--- src/rtl/sprite_pos_sched.sv ---
// sprite_pos_sched: frame-synchronous commit of sprite coordinates.
// The game side writes positions into shadow registers through a req/ack
// handshake. Dirty shadow entries are copied to the live outputs one sprite
// per cycle, starting at the frame_start pulse, so a sprite never moves
// mid-frame.
// Optional build macro SPR_POS_CLAMP_EN: when defined, written coordinates are
// clamped to [0, H_LIM-1] / [0, V_LIM-1] before they are stored.
//
// state  | meaning
// -------+---------------------------------------------------------------
// IDLE   | accepting writes into the shadow; waiting for frame_start
// COMMIT | copying shadow -> live for index cidx; writes are stalled
module sprite_pos_sched #(
  parameter int CORDW = 16,
  parameter int NSPR  = 3,
  parameter int IDXW  = 2,
  parameter int H_LIM = 640,
  parameter int V_LIM = 480
) (
  input  logic                    clk,
  input  logic                    reset,
  input  logic                    frame_start,
  input  logic                    wr_req,
  input  logic [IDXW-1:0]         wr_idx,
  input  logic [CORDW-1:0]        wr_x,
  input  logic [CORDW-1:0]        wr_y,
  output logic                    wr_ack,
  output logic                    wr_err,
  output logic [NSPR*CORDW-1:0]   spr_x,
  output logic [NSPR*CORDW-1:0]   spr_y,
  output logic                    pending,
  output logic                    commit_done,
  output logic                    overrun
);

  // A bad parameter set is caught at elaboration rather than in silicon.
  if (((1 << IDXW) < NSPR) || (NSPR < 1) || (H_LIM < 1) || (V_LIM < 1)) begin : g_bad_param
    $error("sprite_pos_sched: invalid parameters");
  end

  typedef enum logic {IDLE, COMMIT} state_t;

  localparam logic [IDXW:0]   NSPR_W = (IDXW+1)'(NSPR);
  localparam logic [IDXW-1:0] LAST   = IDXW'(NSPR - 1);
  localparam logic [IDXW-1:0] PRE    = IDXW'((NSPR > 1) ? (NSPR - 2) : 0);

  state_t          state;
  logic [IDXW-1:0] cidx;
  logic [CORDW-1:0] sh_x [NSPR];
  logic [CORDW-1:0] sh_y [NSPR];
  logic [NSPR-1:0] dirty;
  logic            idx_ok;
  logic [CORDW-1:0] in_x;
  logic [CORDW-1:0] in_y;

  assign idx_ok  = ({1'b0, wr_idx} < NSPR_W);
  assign pending = |dirty;

`ifdef SPR_POS_CLAMP_EN
  // Signed clamp into [0, lim-1]; negative values pin to 0.
  function automatic logic [CORDW-1:0] clamp(input logic [CORDW-1:0] v, input int lim);
    if ($signed(v) < 0) return '0;
    if ($signed(v) >= lim) return CORDW'(lim - 1);
    return v;
  endfunction

  assign in_x = clamp(wr_x, H_LIM);
  assign in_y = clamp(wr_y, V_LIM);
`else
  assign in_x = wr_x;
  assign in_y = wr_y;
`endif

  // FSM, write handshake, shadow storage and commit to live outputs.
  always_ff @(posedge clk or negedge reset) begin
    if (!reset) begin
      state       <= IDLE;
      cidx        <= '0;
      dirty       <= '0;
      spr_x       <= '0;
      spr_y       <= '0;
      wr_ack      <= 1'b0;
      wr_err      <= 1'b0;
      commit_done <= 1'b0;
      overrun     <= 1'b0;
      for (int i = 0; i < NSPR; i++) begin
        sh_x[i] <= '0;
        sh_y[i] <= '0;
      end
    end else begin
      wr_ack      <= 1'b0;
      wr_err      <= 1'b0;
      commit_done <= 1'b0;
      overrun     <= 1'b0;
      case (state)
        IDLE: begin
          if (frame_start) begin
            // frame_start wins over a write sampled in the same cycle
            state       <= COMMIT;
            cidx        <= '0;
            commit_done <= (NSPR == 1);
          end else if (wr_req && !wr_ack) begin
            // !wr_ack: the request still high during its ack cycle is the
            // same transaction and must not be taken twice
            wr_ack <= 1'b1;
            wr_err <= !idx_ok;
            for (int i = 0; i < NSPR; i++) begin
              if (idx_ok && (wr_idx == IDXW'(i))) begin
                sh_x[i]  <= in_x;
                sh_y[i]  <= in_y;
                dirty[i] <= 1'b1;
              end
            end
          end
        end
        COMMIT: begin
          overrun <= frame_start;
          for (int i = 0; i < NSPR; i++) begin
            if ((cidx == IDXW'(i)) && dirty[i]) begin
              spr_x[i*CORDW +: CORDW] <= sh_x[i];
              spr_y[i*CORDW +: CORDW] <= sh_y[i];
              dirty[i]                <= 1'b0;
            end
          end
          if (cidx == LAST) begin
            state <= IDLE;
            cidx  <= '0;
          end else begin
            cidx        <= cidx + 1'b1;
            commit_done <= (cidx == PRE);
          end
        end
        default: state <= IDLE;
      endcase
    end
  end

endmodule
--- config.mk ---
export PLATFORM = sky130hd
export DESIGN_NAME = sprite_pos_sched
export DESIGN_NICKNAME = d
export VERILOG_FILES = /design/src/rtl/sprite_pos_sched.sv
export SDC_FILE = /design/constraint.sdc
export NUM_CORES = 1
export LEC_CHECK = 0
export ABC_AREA = 1
export CORE_MARGIN = 3
export CORE_UTILIZATION = 57
export DETAILED_ROUTE_END_ITERATION = 10
export PLACE_DENSITY = 0.89
export SLEW_MARGIN = 0
export SYNTH_ARGS = -nofsm -noshare
export SYNTH_HDL_FRONTEND = slang
export SYNTH_SLANG_ARGS = --single-unit
--- constraint.sdc ---
create_clock -name clk -period 2.56 [get_ports clk]
set_clock_uncertainty 0.05 [all_clocks]
set_input_delay 0.256 -clock clk [delete_from_list [all_inputs] [get_ports clk]]
set_output_delay 0.256 -clock clk [all_outputs]
set_load 0.01 [all_outputs]
==> flow_summary.yaml <==
setup_path:
  rrSetupSlack_ns: 0.77
  rr_endpoint: "spr_y[47]"
  critPathKind: "flop to output port"
  r2r_cells: 5
  crit_arrival_ns: 1.80
  path_max_fanout: 12
  r2r-start: "state"
  cp-start-kind: "flop"
  required_ns: 2.25
  cp-end-kind: "output port"
place:
  place_congestion: 0.857
  dp_hpwl_mm: 13.5
  portBuffers: 138
  preCtsSetupSlack_ns: 0.581
  placedCellCount: 1156
  place_area_sq_mm: 0.00944
clock_network:
  path_clk_slew_ns: 0.06
  cts.path.max_buffers: 3
  cts_tree: "yes"
  numClockSinks: 202
  post-cts-setup-buffers: 0
  cts-root-buf: "clkbuf_16"
  clk_latency_ns: 0.48
  h-tree-depth: 1
  numCtsBuffers: 20
run_status:
  outcome: "finished, final reports clean"
cells_and_area:
  final_cell_mix: "421 x nand2_1, 202 x dfrtp_1, 137 x clkdlybuf4s50_1"
  postLayoutCellArea_sq_mm: 0.0101
  layout_commonest_cell: "nand2_1"
  diodes: 0
  syn2layout_area_growth_pct: 27.4
  drive_gt1_share_pct: 5.82
  finalNetCount: 1041
  fin_cells: 1189
pwr:
  power-per-cell-area_mw_per_mm2: 1110
  power_leakage_uw: 0.00526
  ir_drop_mv: 0.683
die:
  num_io_pins: 139
  design.die.area_sq_mm: 0.0153
  die_x_microns: 124
  fp-row-count: 42
  core_sq_mm: 0.0134
  die_h_microns: 124
  initial_core_util_pct: 58.9
grt:
  antenna_found_initial: 0
  met1_usage_pct: 40.0
  grt_busiest_layer: "met2"
  overflow: 0
  grt_max_degree: 73
  grt_pass1_vias: 6414
  grtUsageTotal_pct: 27.4
  grtUsageMet2_pct: 43.1
  met3_usage_pct: 4.00
  grt_first_pass_wirelength_mm: 33.2
sta:
  min_period_over_period_pct: 82.1
  finalHoldViolCount: 0
  setup_viol: 0
  post-route-min-period_ns: 2.10
  slew-limit-headroom_pct: 59.9
  finalWorstSetupSlack_ns: 0.458
  worst_pin_slew_ns: 0.601
  final.setup.tns_ns: 0
  rsz0062_at_grt: "false"
  drv_slew: 0
  clock.fmax_mhz: 476
logic_synthesis:
  synthesis.area_sq_mm: 0.00790
  avgSynthCellArea_sq_um: 9.04
  synth.distinct_cells: 17
  ys_ff_latch: 202
  synth_warnings: 0
  yosysSeqAreaShare_pct: 64.0
  synth_nets: 911
  syn_inst: 873
detailed_routing:
  wl_per_cell_microns: 17.1
  vias: 6633
  drc: 0
  drtIter0Drc: 622
  routed_wirelength_mm: 20.4
  first_pass_iters: 6
  via_per_inst: 5.58
  ant_nets: 0
min_path:
  hp-class: "primary input to async pin"
run:
  maxCapViolations: 0
state kept, by name, indices dropped and copies added (netlist names):
name         count
cidx             2
commit_done      1
dirty            3
overrun          1
sh_x            48
sh_y            48
spr_x           48
spr_y           48
state            1
wr_ack           1
wr_err           1
through the flow:
step           total power [uW]  hold WS, ns  utilization (%)
6_report                  11200        0.296             75.1
3_3_place_gp               8230        0.259             70.5
2_1_floorplan              6570      -0.0896                -
3_5_place_dp               8380        0.254             70.5
5_1_grt                   11800        0.367             75.1
4_1_cts                   11200        0.322             75.1
routing by layer:
metal	part of all wire (%)	wire length (microns)	vias up
li1	-	-	3020
met1	41	8350	3173
met2	48	9690	391
met3	8.9	1810	49
met4	2.7	543	0
met5	0	0	-
cells in the mapped netlist (all sizes together):
cell	count	share of area, %
clkbuf	25	1.2
nand3	103	6.6
nand2	421	20
o21ai	66	4.2
buf	28	2.3
a31oi	1	0.079
a21oi	3	0.19
inv	13	0.62
dfrtp	202	64
nor2	11	0.86
repair_timing:
item,in CTS,in global routing
hold endpoints to repair,68,0
resized for setup,0,0
hold buffers,1,0
power breakdown:
part	total (uW)	switching [uW]	internal (uW)
combinational	3370	1800	1570
clock	2740	1130	1610
sequential	5050	694	4360
total	11200	3620	7530
area by class of cell:
type	instances	area (sq um)
multi-input combinational	605	2530
fill	881	3340
inverter	13	48.8
sequential	202	5050
timing repair buffer	161	1600
tap	176	220
clock inverter	1	7.51
clock buffer	31	603
cells by family (layout without fill, tap and decap cells):
group / after synthesis / after routing / synth area share (%)
AO/OA/AOI/OAI: 70 / 70 / 4.45
buffers and inverters: 66 / 206 / 4.06
flip-flops: 202 / 202 / 64.0
AND/OR/NAND/NOR: 535 / 535 / 27.5
critical path, cell delays in order (launching register included):
cell and delay (ns):
dfrtp_1 0.36, inv_1 0.31, nand3_1 0.12, clkdlybuf4s50_1 0.52
worst max path at each step:
| stage | from | to | slack [ns] | cells past startpoint |
|---|---|---|---|---|
| finish | dirty[2] | pending | 0.46 | 3 |
| detailed placement | wr_idx[0] | sh_y[20] | 0.58 | 6 |
| CTS | dirty[2] | pending | 0.45 | 3 |
| floorplan | state | sh_x[0] | 1.24 | 6 |
| global placement | wr_idx[0] | sh_y[31] | 0.64 | 6 |
| global route | dirty[2] | pending | 0.40 | 3 |
No activity file was read; power rests on OpenSTA's default activity.
